[config.mk]
export PLATFORM = sky130hd
export DESIGN_NAME = fan_countdown_timer
export DESIGN_NICKNAME = d
export VERILOG_FILES = /design/src/rtl/fan_countdown_timer.sv
export SDC_FILE = /design/constraint.sdc
export NUM_CORES = 1
export LEC_CHECK = 0
export ABC_AREA = 1
export ABC_CLOCK_PERIOD_IN_PS = 4200
export CAP_MARGIN = 20
export CORE_ASPECT_RATIO = 1.4
export CORE_MARGIN = 2
export CORE_UTILIZATION = 55
export CTS_BUF_LIST = sky130_fd_sc_hd__clkbuf_16
export CTS_CLUSTER_SIZE = 10
export DETAILED_ROUTE_END_ITERATION = 10
export PLACE_DENSITY_LB_ADDON = 0.12
export SLEW_MARGIN = 20
export SYNTH_ARGS = -nofsm -noshare
export SYNTH_HDL_FRONTEND = slang
export SYNTH_SLANG_ARGS = --single-unit
[constraint.sdc]
create_clock -name clk -period 4.2 [get_ports clk]
set_clock_uncertainty 0.1 [all_clocks]
set_input_delay 0.84 -clock clk [delete_from_list [all_inputs] [get_ports clk]]
set_output_delay 0.84 -clock clk [all_outputs]
set_load 0.005 [all_outputs]
[src/rtl/fan_countdown_timer.sv]
// rtl/fan_countdown_timer.sv - fan off-timer: preset select and BCD MM:SS countdown
//
// Ports:
//   clk          system clock
//   rst          asynchronous active-low reset
//   btn_pe       debounced timer-button rising-edge pulse (1 clk)
//   run_en       fan running; countdown advances only while high
//   value_timer  BCD {min_tens, min_ones, sec_tens, sec_ones}
//   timeout      1-clk pulse when the count expires at 00:00
//   timer_led    one-hot preset indicator, 000 when idle
module fan_countdown_timer #(
  parameter int TICK_DIV    = 125_000_000,
  parameter int PRESET1_MIN = 1,
  parameter int PRESET2_MIN = 3,
  parameter int PRESET3_MIN = 5
) (
  input  logic        clk,
  input  logic        rst,
  input  logic        btn_pe,
  input  logic        run_en,
  output logic [15:0] value_timer,
  output logic        timeout,
  output logic [2:0]  timer_led
);

  localparam int PW = (TICK_DIV > 1) ? $clog2(TICK_DIV) : 1;
  localparam logic [PW-1:0] PRE_LAST = PW'(TICK_DIV - 1);

  function automatic logic [7:0] to_bcd(input int m);
    return {4'(m / 10), 4'(m % 10)};
  endfunction

  localparam logic [7:0] P1_BCD = to_bcd(PRESET1_MIN);
  localparam logic [7:0] P2_BCD = to_bcd(PRESET2_MIN);
  localparam logic [7:0] P3_BCD = to_bcd(PRESET3_MIN);

  typedef enum logic [1:0] {IDLE, RUN, PAUSE} state_t;

  state_t        state;
  logic [1:0]    p;
  logic [PW-1:0] presc;
  logic [1:0]    p_nxt;

  assign p_nxt = p + 2'd1;

  function automatic logic [7:0] preset_bcd(input logic [1:0] idx);
    case (idx)
      2'd1:    return P1_BCD;
      2'd2:    return P2_BCD;
      2'd3:    return P3_BCD;
      default: return 8'h00;
    endcase
  endfunction

  function automatic logic [2:0] led_of(input logic [1:0] idx);
    case (idx)
      2'd1:    return 3'b001;
      2'd2:    return 3'b010;
      2'd3:    return 3'b100;
      default: return 3'b000;
    endcase
  endfunction

  // One-second BCD decrement with borrows; caller guarantees v != 0000.
  function automatic logic [15:0] bcd_dec(input logic [15:0] v);
    logic [3:0] mt, mo, st, so;
    {mt, mo, st, so} = v;
    if (so != 4'd0) begin
      so = so - 4'd1;
    end else begin
      so = 4'd9;
      if (st != 4'd0) begin
        st = st - 4'd1;
      end else begin
        st = 4'd5;
        if (mo != 4'd0) begin
          mo = mo - 4'd1;
        end else begin
          mo = 4'd9;
          mt = mt - 4'd1;
        end
      end
    end
    return {mt, mo, st, so};
  endfunction

  always_ff @(posedge clk or negedge rst) begin
    if (!rst) begin
      state       <= IDLE;
      p           <= 2'd0;
      presc       <= '0;
      value_timer <= 16'h0000;
      timeout     <= 1'b0;
      timer_led   <= 3'b000;
    end else begin
      timeout <= 1'b0;
      if (btn_pe) begin
        // Button has priority over any tick in the same cycle, expiring or not.
        p     <= p_nxt;
        presc <= '0;
        if (p_nxt == 2'd0) begin
          state       <= IDLE;
          value_timer <= 16'h0000;
          timer_led   <= 3'b000;
        end else begin
          state       <= run_en ? RUN : PAUSE;
          value_timer <= {preset_bcd(p_nxt), 8'h00};
          timer_led   <= led_of(p_nxt);
        end
      end else if (state != IDLE) begin
        // Counting follows run_en directly so a PAUSE->RUN resume loses no cycle.
        state <= run_en ? RUN : PAUSE;
        if (run_en) begin
          if (presc == PRE_LAST) begin
            presc <= '0;
            if (value_timer == 16'h0001) begin
              value_timer <= 16'h0000;
              timeout     <= 1'b1;
              p           <= 2'd0;
              timer_led   <= 3'b000;
              state       <= IDLE;
            end else begin
              value_timer <= bcd_dec(value_timer);
            end
          end else begin
            presc <= presc + 1'b1;
          end
        end
      end
    end
  end

endmodule
==> impl_metrics.toml, run 1 <==
[logic_synthesis]
synth_top_cells_by_area = "dfrtp_1, nand2_1, nor2_1"
yosys.area.top_type_share_pct = 40.4
synthArstFlopShare_pct = 100
yosysWarnings = 0
synth-edff-count = 0
yosysTopAreaCell = "dfrtp_1"
syn_area_um2 = 3160
synth-seq-cells = 51
ys.flop_type = "dfrtp_1"
synth_area_per_cell_um2 = 6.96
yosysSeqAreaShare_pct = 40.4
ys_types = 29
synthCells = 454
syn_nets = 468

[floorplanning]
die_y_um = 93.7
die_area_um2 = 6370
fp-row-count = 32
core_area_um2 = 5530
initial_core_util_pct = 57.2
io_pins = 24
die_x_um = 68.0

[placed_design]
place.gp.congestion = 0.922
dp.cells = 538
io_buffers = 23
hpwl_um = 5510

[drt]
drc = 0
drt-total-wl_um = 7680
ant_nets = 0
drtPass1Iterations = 5
avgViaCountPerCell = 5.49
wl_per_cell_um = 14.1
drt_iter0_markers = 232
vias = 2997

[outcome]
status = "completed"

[cts]
cts_resized = 0
clock_sinks = 51
cts.htree.levels = 2
postCtsHoldBufs = 0
insertion_delay_ns = 0.29
cts_tree = "built"
clkTransAtPathRegs_ns = 0.07
cts_setup_buffers = 0
root_buffer = "clkbuf_16"
numCtsBuffers = 5
cts_max_path_buffers = 2

[sta]
setup_viol = 0
setup_tns_ns = 0
drv_slew = 0
rsz0062_at_grt = "false"
fin_crit_sh_pct = 70.8
slew-limit-headroom_pct = 56.6
fmax_mhz = 336
period_minus_slack_ns = 2.98
hold_viol_final = 0
worst-slew-pin-transition_ns = 0.651
hold_ws_ns = 0.375

[setup_path]
end_kind = "flop"
critPathMaxFanout = 16
reg2reg_depth = 8
worst_setup_path_start_kind = "input pin"
critical_path_arrival_ns = 3.09
required_ns = 4.32
crit_type = "in2reg"

[layout]
layout-drive-gt1-share_pct = 5.23
stdcell_count = 546
area_growth_pct = 12.6
fin_nets = 491
final_cell_mix = "nand2_1, nor2_1, inv_1, dfrtp_1, nand3_1"
antenna-diode-count = 0
layout_commonest_cell = "nand2_1"

[grt]
antenna_found_initial = 0
grt_usage_pct = 26.9
grt_pass1_wl_um = 13000
overflow = 0
grt_pass1_vias = 2877
grt_max_degree = 52

[worst_hold_path]
hold-path-cell-count = 2
hold_class = "reg2reg"

[run]
maxCapViolCount = 0

[power]
ir_worst_vdd_mv = 0.328
powerDensity_nw_per_um2 = 476
p_leak_nw = 1.65
routing by layer:
layer,vias to the layer above,GRT usage [%],wire length [um]
met5,-,0,0
met4,0,10.5,244
met3,24,3.60,275
met2,96,48.1,4030
met1,1385,31.5,3130
li1,1492,-,-
report_power, final:
group	total [mW]	switching [mW]	internal (mW)	leakage [nW]
clock network	0.391	0.175	0.216	0.0762
registers	0.689	0.105	0.584	0.681
logic	0.614	0.319	0.295	0.889
state kept, by name, summed over array words and instances (netlist names):
name / flops
state: 2
timer_led: 3
value_timer: 16
presc: 27
timeout: 1
p: 2
final timing paths:
check                                          from                  endpoint  slack [ns]
setup / recovery                             btn_pe     presc[15]$_DFFE_PN0P_        1.22
hold / removal             timer_led[2]$_DFFE_PN0P_  timer_led[2]$_DFFE_PN0P_        0.38
setup reg to reg               presc[0]$_DFFE_PN0P_          p[0]$_DFFE_PN0P_        1.89
hold reg to reg            timer_led[2]$_DFFE_PN0P_  timer_led[2]$_DFFE_PN0P_        0.38
max in group asynchronous                       rst      state[1]$_DFFE_PN0P_        3.00
min in group asynchronous                       rst     presc[13]$_DFFE_PN0P_        0.55
cells in the mapped netlist (2+ instances only):
cell / count
nand2_1: 141
nor2_1: 71
dfrtp_1: 51
inv_1: 49
nand3_1: 28
nor3_1: 21
o21ai_0: 19
nand4_1: 16
ha_1: 10
a21oi_1: 9
nand2_2: 5
nor2_2: 5
xnor2_1: 4
xor2_1: 4
a31oi_1: 3
buf_2: 2
buf_4: 2
buf_6: 2
inv_2: 2
cells by family (layout without fill, tap and decap cells):
group	count (synthesis)	count (layout)	share of synthesized area [%]
xor+xnor	8	8	2.22
compound gates	34	34	6.14
buf+inv	59	83	7.84
simple gates	292	292	39.4
fa+ha+maj	10	10	3.96
flops	51	51	40.4
area by class of cell:
class	instances	area, um2
fillers	481	1970
multi-input cells	344	1630
flip-flops and latches	51	1280
repair buffers	24	233
inverters	51	191
clock buffers	5	125
well taps	68	85.1
clock inverters	3	12.5
per-stage QoR:
stage               power [mW]  util, %  setup slack [ns]  instance area (um2)
finish                    1.69     64.4              1.22                 3560
global route              1.82     64.4             0.976                 3560
CTS                       1.70     64.4              1.22                 3560
detailed placement        1.31     61.9             0.947                 3420
global placement          1.29     61.9              1.04                 3420
floorplan                 1.05        -              2.35                 3160
worst max-delay path, cell delays in order:
cell and delay (ns):
clkdlybuf4s50_1 0.67, inv_1 0.30, nand2_1 0.45, nand2_1 0.19, nor2_2 0.21, nand2_1 0.11
nor3_1 0.15, nor2_1 0.06, nor2_1 0.10
Note: power is estimated with default switching activity, not from simulation.
==> inputs of run 2 (changes only) <==
--- a/config.mk
+++ b/config.mk
@@ -6,11 +6,11 @@
 export NUM_CORES = 1
 export LEC_CHECK = 0
 export ABC_AREA = 1
-export ABC_CLOCK_PERIOD_IN_PS = 4200
+export ABC_CLOCK_PERIOD_IN_PS = 2400
 export CAP_MARGIN = 20
 export CORE_ASPECT_RATIO = 1.4
 export CORE_MARGIN = 2
-export CORE_UTILIZATION = 55
+export CORE_UTILIZATION = 53
 export CTS_BUF_LIST = sky130_fd_sc_hd__clkbuf_16
 export CTS_CLUSTER_SIZE = 10
 export DETAILED_ROUTE_END_ITERATION = 10
==> constraint.sdc (replaced) <==
create_clock -name clk -period 2.4 [get_ports clk]
set_clock_uncertainty 0.1 [all_clocks]
set_input_delay 0.48 -clock clk [delete_from_list [all_inputs] [get_ports clk]]
set_output_delay 0.48 -clock clk [all_outputs]
set_load 0.005 [all_outputs]
==> impl_metrics.toml, run 2 (synthesis results as in run 1) <==
[drt]
drt_iter0_markers = 188
highest_layer = "met4"
wl_per_cell_um = 13.7
wl_met2_um = 4200
vias = 3010
drt-total-wl_um = 7660
ant_nets = 0
avgViaCountPerCell = 5.38
wl_met1_um = 3030
dr_wl_met3_um = 238
drc = 0
drtPass1Iterations = 5

[setup_path]
end_kind = "flop"
worstReg2RegStart = "presc[0]$_DFFE_PN0P_"
critPathLaunch = "presc[0]$_DFFE_PN0P_"
required_ns = 2.53
r2r_slack_ns = 0.30
critical_path_arrival_ns = 2.23
r2r-end = "value_timer[4]$_DFFE_PN0P_"
crit_type = "reg2reg"
reg2reg_depth = 9
worst_setup_path_start_kind = "flop"
critPathMaxFanout = 17

[grt]
antenna_found_initial = 0
overflow = 0
grt_max_degree = 32
grt_pass1_wl_um = 12900
grt_usage_pct = 24.5
grt_pass1_vias = 2930

[power]
intPower_mw = 2.06
p_sw_share_pct = 33.8
powerDensity_nw_per_um2 = 846
p_clk_share_pct = 25.8
pwr-share-comb_pct = 35.6
seq_power_share_pct = 38.6
p_leak_nw = 1.71
p_sw_mw = 1.05
ir_worst_vdd_mv = 0.661
p_total_mw = 3.11

[layout]
layout-drive-gt1-share_pct = 7.57
largest-register = "presc"
top_regs = "presc x27, value_timer x16, timer_led x3"
final_cell_mix = "nand2_1, nor2_1, dfrtp_1"
antenna-diode-count = 0
fillCellCount = 541
area_growth_pct = 16.6
design_area_um2 = 3680
fin_nets = 502
layout_commonest_cell = "nand2_1"
largest_reg_flops = 27

[floorplanning]
die_area_um2 = 6600
die_x_um = 69.2
initial_core_util_pct = 54.2
core_area_um2 = 5820
fp-row-count = 33
die_y_um = 95.3
io_pins = 24

[cts]
clkTransAtPathRegs_ns = 0.07
numCtsBuffers = 5
clock_sinks = 51
cts_max_path_buffers = 2
cts_setup_buffers = 0
insertion_delay_ns = 0.29
cts_resized = 0
postCtsHoldBufs = 0
cts_tree = "built"
cts.htree.levels = 2
root_buffer = "clkbuf_16"

[sta]
worst-slew-pin-transition_ns = 0.512
fmax_mhz = 476
drv_slew = 0
fin_crit_sh_pct = 87.5
hold_viol_final = 0
period_minus_slack_ns = 2.10
worst_slack_ns = 0.300
rsz0062_at_grt = "false"
slew-limit-headroom_pct = 65.9
setup_tns_ns = 0
setup_viol = 0

[placed_design]
post_dp_cell_area_um2 = 3520
place.gp.congestion = 0.893
io_buffers = 23
hpwl_um = 5800
place_ws_ns = 0.0116

[worst_hold_path]
hold_class = "in2async"

[outcome]
status = "completed"

[run]
maxCapViolCount = 0
==> run 2: cell count changes in the layout (fill, tap and decap cells not counted) <==
cell,change
buf_4,+10
inv_1,-2
buf_12,+1
bufinv_16,+1
clkinv_1,+1
==> run 2: critical path: stages (launching register included) <==
cell and delay, ns:
dfrtp_1 0.39, ha_1 0.18, nand3_1 0.18, nor3_1 0.27
nand2_2 0.14, nand2_2 0.12, nand2_2 0.23, nor2_2 0.24
nand2_1 0.10, nand2_1 0.08
==> run 2: how the worst max path moves through the flow <==
stage | slack, ns | cells after the start | end
global route | 0.06 | 10 | value_timer[7]$_DFFE_PN0P_
CTS | 0.28 | 9 | value_timer[4]$_DFFE_PN0P_
finish | 0.30 | 9 | value_timer[4]$_DFFE_PN0P_
global placement | 0.09 | 8 | value_timer[7]$_DFFE_PN0P_
detailed placement | 0.01 | 8 | value_timer[4]$_DFFE_PN0P_
floorplan | 0.67 | 10 | value_timer[12]$_DFFE_PN0P_
==> run 2: through the flow <==
stage / utilization [%] / hold slack (ns) / std cells
floorplan: - / 0.0844 / 454
global route: 63.2 / 0.0985 / 559
finish: 63.2 / 0.0533 / 559
global placement: 60.4 / 0.359 / 551
detailed placement: 60.4 / 0.363 / 551
CTS: 63.2 / 0.0699 / 559
==> run 2: power by group through the flow <==
stage          Combinational, mW  Sequential [mW]  Clock (mW)
6_report                    1.11             1.20       0.802
5_1_grt                     1.27             1.23       0.841
4_1_cts                     1.12             1.20       0.807
3_5_place_dp                1.11             1.21           0
3_3_place_gp                1.09             1.21           0
2_1_floorplan              0.651             1.19           0
==> run 2: final cells by class <==
class | count | area (um2) | share of cell area [%]
Sequential cell | 51 | 1280 | 34.7
Inverter | 51 | 191 | 5.20
Clock inverter | 3 | 38.8 | 1.05
Multi-Input combinational cell | 344 | 1630 | 44.4
Clock buffer | 5 | 125 | 3.40
Timing Repair Buffer | 35 | 328 | 8.91
Tap cell | 70 | 87.6 | 2.38
==> run 2: layer usage <==
metal / GRT usage (%) / vias to the layer above
met5: 0 / -
met4: 10.5 / 0
met3: 3.59 / 18
met2: 48.2 / 51
met1: 25.8 / 1428
li1: - / 1513
